--- src/rtl/defuzzificador_sequencial.sv ---
// Sequential centroid defuzzifier: max-aggregates rule strengths per output
// set, then computes the weighted average of the set centres with a
// bit-serial restoring divider.
module defuzzificador_sequencial #(
  parameter logic [7:0] CENTRO_BAIXO = 8'd32,
  parameter logic [7:0] CENTRO_MEDIO = 8'd128,
  parameter logic [7:0] CENTRO_ALTO  = 8'd224,
  parameter logic [7:0] SAIDA_PADRAO = 8'd128
) (
  input  logic       clk,
  input  logic       rst,
  input  logic [2:0] codigo,
  input  logic [7:0] grau,
  input  logic       valido,
  input  logic       ultimo,
  output logic [7:0] saida,
  output logic       pronto,
  output logic       ocupado,
  output logic       erro
);

  typedef enum logic [1:0] {ACUMULA, SOMA, DIVIDE, SAIDA} estado_t;

  estado_t     state_q, state_d;
  logic [7:0]  agg_b_q, agg_b_d;
  logic [7:0]  agg_m_q, agg_m_d;
  logic [7:0]  agg_a_q, agg_a_d;
  logic        erro_pend_q, erro_pend_d;
  logic [9:0]  rem_q, rem_d;
  logic [7:0]  num_lo_q, num_lo_d;
  logic [7:0]  quo_q, quo_d;
  logic [9:0]  den_q, den_d;
  logic [2:0]  cnt_q, cnt_d;
  logic [7:0]  saida_q, saida_d;
  logic        pronto_q, pronto_d;
  logic        ocupado_q, ocupado_d;
  logic        erro_q, erro_d;

  // Weighted sum and total strength of the aggregated sets (max 97920, fits 18 bits)
  logic [17:0] num_c;
  logic [9:0]  den_c;
  assign num_c = ({10'd0, agg_b_q} * {10'd0, CENTRO_BAIXO})
               + ({10'd0, agg_m_q} * {10'd0, CENTRO_MEDIO})
               + ({10'd0, agg_a_q} * {10'd0, CENTRO_ALTO});
  assign den_c = {2'b00, agg_b_q} + {2'b00, agg_m_q} + {2'b00, agg_a_q};

  // One restoring-division step: shift in the next dividend bit and trial-subtract.
  // The partial remainder is always below den, so the low 10 bits of the
  // difference are exact whenever the subtraction is taken.
  logic [10:0] trial_c;
  logic [9:0]  diff_c;
  logic        ge_c;
  assign trial_c = {rem_q, num_lo_q[7]};
  assign diff_c  = trial_c[9:0] - den_q;
  assign ge_c    = (trial_c >= {1'b0, den_q});

  // Next-state and next-output computation for the whole sweep sequence
  always_comb begin
    state_d     = state_q;
    agg_b_d     = agg_b_q;
    agg_m_d     = agg_m_q;
    agg_a_d     = agg_a_q;
    erro_pend_d = erro_pend_q;
    rem_d       = rem_q;
    num_lo_d    = num_lo_q;
    quo_d       = quo_q;
    den_d       = den_q;
    cnt_d       = cnt_q;
    saida_d     = saida_q;
    pronto_d    = 1'b0;
    ocupado_d   = ocupado_q;
    erro_d      = erro_q;
    case (state_q)
      ACUMULA: begin
        ocupado_d = 1'b0;
        if (valido) begin
          case (codigo)
            3'b001:  if (grau > agg_b_q) agg_b_d = grau;
            3'b010:  if (grau > agg_m_q) agg_m_d = grau;
            3'b100:  if (grau > agg_a_q) agg_a_d = grau;
            default: erro_pend_d = 1'b1;
          endcase
          if (ultimo) begin
            state_d   = SOMA;
            ocupado_d = 1'b1;
          end
        end
      end
      SOMA: begin
        // Quotient fits 8 bits, so the top 10 dividend bits are already below den
        rem_d    = num_c[17:8];
        num_lo_d = num_c[7:0];
        den_d    = den_c;
        quo_d    = 8'd0;
        cnt_d    = 3'd0;
        state_d  = DIVIDE;
      end
      DIVIDE: begin
        rem_d    = ge_c ? diff_c : trial_c[9:0];
        quo_d    = {quo_q[6:0], ge_c};
        num_lo_d = {num_lo_q[6:0], 1'b0};
        cnt_d    = cnt_q + 3'd1;
        if (cnt_q == 3'd7) state_d = SAIDA;
      end
      SAIDA: begin
        saida_d     = (den_q == 10'd0) ? SAIDA_PADRAO : quo_q;
        pronto_d    = 1'b1;
        erro_d      = erro_pend_q | (den_q == 10'd0);
        agg_b_d     = 8'd0;
        agg_m_d     = 8'd0;
        agg_a_d     = 8'd0;
        erro_pend_d = 1'b0;
        ocupado_d   = 1'b0;
        state_d     = ACUMULA;
      end
      default: state_d = ACUMULA;
    endcase
  end

  // State register with asynchronous active-low clear
  always_ff @(posedge clk or negedge rst) begin
    if (!rst) begin
      state_q     <= ACUMULA;
      agg_b_q     <= 8'd0;
      agg_m_q     <= 8'd0;
      agg_a_q     <= 8'd0;
      erro_pend_q <= 1'b0;
      rem_q       <= 10'd0;
      num_lo_q    <= 8'd0;
      quo_q       <= 8'd0;
      den_q       <= 10'd0;
      cnt_q       <= 3'd0;
      saida_q     <= 8'd0;
      pronto_q    <= 1'b0;
      ocupado_q   <= 1'b0;
      erro_q      <= 1'b0;
    end else begin
      state_q     <= state_d;
      agg_b_q     <= agg_b_d;
      agg_m_q     <= agg_m_d;
      agg_a_q     <= agg_a_d;
      erro_pend_q <= erro_pend_d;
      rem_q       <= rem_d;
      num_lo_q    <= num_lo_d;
      quo_q       <= quo_d;
      den_q       <= den_d;
      cnt_q       <= cnt_d;
      saida_q     <= saida_d;
      pronto_q    <= pronto_d;
      ocupado_q   <= ocupado_d;
      erro_q      <= erro_d;
    end
  end

  assign saida   = saida_q;
  assign pronto  = pronto_q;
  assign ocupado = ocupado_q;
  assign erro    = erro_q;

endmodule

--- config.mk ---
export PLATFORM = sky130hd
export DESIGN_NAME = defuzzificador_sequencial
export DESIGN_NICKNAME = d
export VERILOG_FILES = /design/src/rtl/defuzzificador_sequencial.sv
export SDC_FILE = /design/constraint.sdc
export NUM_CORES = 1
export LEC_CHECK = 0
export CAP_MARGIN = 10
export CORE_MARGIN = 4
export CORE_UTILIZATION = 30
export CTS_BUF_LIST = sky130_fd_sc_hd__clkbuf_4
export CTS_CLUSTER_DIAMETER = 40
export DETAILED_ROUTE_END_ITERATION = 8
export GPL_ROUTABILITY_DRIVEN = 0
export SYNTH_ARGS = -nofsm -noshare
export SYNTH_HDL_FRONTEND = slang
export SYNTH_SLANG_ARGS = --single-unit
--- constraint.sdc ---
create_clock -name clk -period 4.9 [get_ports clk]
set_clock_uncertainty 0.1 [all_clocks]
set_input_delay 1.47 -clock clk [delete_from_list [all_inputs] [get_ports clk]]
set_output_delay 1.47 -clock clk [all_outputs]
set_load 0.02 [all_outputs]
==> parameters.txt <==
Parameter                              Value

Outcome
  Outcome    finished clean

Detailed routing
  Highest metal layer with signal wires    met4
  Detailed Routing Iterations Pass 1    4
  Wire length on met1    6.63 mm
  Met2 routed wirelength    5.87 mm
  Number of antenna-violating nets in the routed design    0
  Remaining DRCs    0
  Routed wire length    about 13 mm
  Via count    4211
  Met3 wire length    314 µm
  Number of vias per cell    between 5 and 6
  Detailed-route wire length per cell    15.4 µm
  Initial DRC count    173

Worst setup path
  Critical path fanouts, max    7
  R2r worst-path depth    14
  Endpoint type of the worst setup path    flip-flop
  Reg-to-reg startpoint    agg_a_q[1]
  CP Data Arrival Time    about 4500 ps
  Terminus of the critical flop-to-flop path    rem_q[7]
  Critical path start-end classification    flip-flop to flip-flop
  Data required time at the worst endpoint    approximately 5100 ps
  Worst setup SP type    flip-flop
  Register-to-register setup slack    around 660 ps

Synthesis
  Area share of the largest cell type after synthesis    31.4%
  Syn_area_per_cell    10.0 µm²
  Dominant register cell in the synthesized netlist    dfrtp_1
  Post-synthesis register bit count    72
  Sequential area share after synthesis    a little under a third
  Total of warnings raised by yosys    0
  Count of flip-flops with a built-in enable after synthesis    0
  Syn_nets    685
  Leading area contributor after synthesis    dfrtp_1
  Distinct cells, synth    63
  Synthesized cell area    approximately 5700 µm²
  Synth top area cells    dfrtp_1 31%, ha_1 15%, fa_1 8.7%
  Count of mapped cells out of synthesis    ~570
  Async set-or-reset flop fraction in the synthesized netlist    100%

Clock tree
  Clk root buf    clkbuf_4
  Number of post-CTS setup repair buffers    0
  Largest buffer count on any clock path    2
  Number of CTS-inserted buffers    9
  Clock latency of the later-clocked register in the worst-skew pair    440 ps
  Clock-pin slew on the worst setup and hold paths    130 ps
  Num Clock Sinks    72
  Clock H-tree levels    3
  Clock tree from TritonCTS    done
  Number of buffers inserted by hold repair at cts    0
  Resized cells post-CTS    0

GRT
  Number of antenna violations at the first check in global routing    0
  Vias in the first global route    4414
  Pin count of the biggest net entering global routing    between 70 and 80
  Overflow after GRT    0
  First-pass GRT wire length    22.5 mm
  Global Route Usage Sum    12.7%

Timing
  Number of endpoints failing setup at the final stage    0
  Setup repair after global routing missed its margin    false
  Setup TNS    0 ps
  Max Freq    0.236 GHz
  Slew at the pin closest to its max-slew limit    roughly 1100 ps
  Max-slew headroom    24.1%
  Final count of pins violating max slew    0
  Share of the clock period used by the worst path after layout    86.5%
  Final min period    4240 ps
  Final count of hold timing violations    0

Cells and area
  Most common cell after layout, fill and taps aside    dfrtp_1
  Commonest cells after routing, fill and taps aside    72 x dfrtp_1, 71 x inv_1, 71 x ha_1, 36 x o21ai_0, 32 x mux2i_1
  Share of cells above drive strength 1    around 5.4%
  Number of fill cells in the layout    1959
  N_diodes    0
  Total number of nets in the final design    712
  Layout Area Growth over Synthesis    11.0%

Min path
  Cells on Worst Hold Path    1
  Terminating pin of the worst hold path    cnt_q[0]
  Type of the tightest min-delay check    flip-flop to flip-flop
  Beginning of the worst hold path    cnt_q[0]

Floorplan
  I/O pins    26
  DIE AREA    21400 µm²
  Starting density of the core    30.6%
  Die width    between 100 and 150 µm
  Placeable Area    18800 µm²
  Row count    50
  Die span in y    146 µm

Placement
  Detailed placer's ending HPWL    around 10 mm
  Port Buffer Count    25

Flow run
  Max Cap Viol    0
-- final cells by class --
class / instances / area [µm²] / share of cell area (%)
flip-flops and latches: 72 / 1800 / 28.3
clock inverters: 7 / 48.8 / 0.766
multi-input cells: 416 / 3600 / 56.6
repair buffers: 30 / 285 / 4.48
clock buffers: 9 / 67.6 / 1.06
well taps: 234 / 293 / 4.60
inverters: 72 / 270 / 4.24
-- critical path, stage by stage (launching register included) --
cell and delay (ps):
dfrtp_1 520, fa_1 540, ha_1 320, a21o_1 160
a21oi_1 220, o21ai_0 160, nor2_1 130, xnor2_1 140
fa_1 440, ha_1 340, a211o_1 310, or4_1 390
o21ai_0 100, xor2_1 150, a21boi_0 90
-- worst max path at each step --
| stage | start | end |
|---|---|---|
| finish | agg_a_q[1] | rem_q[7] |
| global route | agg_a_q[2] | rem_q[7] |
| floorplan | agg_a_q[1] | rem_q[7] |
| detailed placement | agg_a_q[1] | rem_q[7] |
| global placement | agg_a_q[1] | rem_q[7] |
| CTS | agg_a_q[2] | rem_q[7] |
-- cells by family (layout without fill, tap and decap cells) --
kind of cell	Yosys count	after routing	share of synthesized area (%)
xor gates and xnor gates	24	24	3.66
and+or+nand+nor	105	105	9.13
adders and majority gates	96	96	24.2
AOI/OAI and AO/OA	156	156	19.5
muxes	35	35	6.23
buffers and inverters	86	118	5.84
DFF	72	72	31.4
-- Yosys cell counts, types with 3 or more instances --
| cell | count |
|---|---|
| nand2b_1 | 9 |
| a21o_1 | 8 |
| o21a_1 | 5 |
| inv_1 | 71 |
| nand2_1 | 21 |
| a21oi_1 | 28 |
| a211oi_1 | 3 |
| dfrtp_1 | 72 |
| nor2_1 | 25 |
| o21bai_1 | 3 |
| clkbuf_1 | 10 |
| mux2i_1 | 32 |
| fa_1 | 25 |
| o2bb2ai_1 | 17 |
| xnor2_1 | 15 |
| o31ai_1 | 6 |
| and2_1 | 3 |
| xor2_1 | 9 |
| a211o_1 | 3 |
| o21ai_0 | 36 |
| o22ai_1 | 3 |
| nand3_1 | 16 |
| a221o_1 | 5 |
| ha_1 | 71 |
| nand4_1 | 5 |
| nor2b_1 | 9 |
| a22o_1 | 15 |
| nor3_1 | 4 |
-- stage by stage --
stage	hold slack (ps)	cell area, µm²	util, %	instances	worst slack (ps)
final	398	6370	33.9	840	659
after global routing	418	6370	33.9	840	351
after CTS	406	6370	33.9	840	649
after detailed placement	379	6250	33.3	824	676
after global placement	376	6250	33.3	824	701
after floorplan	357	5740	-	574	921
-- metal layers --
layer	up-vias	global-route usage [%]
li1	2105	-
met1	2056	18.1
met2	41	20.1
met3	9	2.73
met4	0	2.63
met5	-	0
-- sequential cells by signal (all words and copies together) (netlist names) --
register     flops
den_q           10
rem_q           10
agg_a_q          8
agg_b_q          8
agg_m_q          8
quo_q            8
saida            8
cnt_q            3
num_lo_q         3
state_q          2
erro             1
erro_pend_q      1
ocupado          1
pronto           1
Power is not shown: default switching activity piles up to over one toggle a cycle in this logic, so the estimate is an artifact.
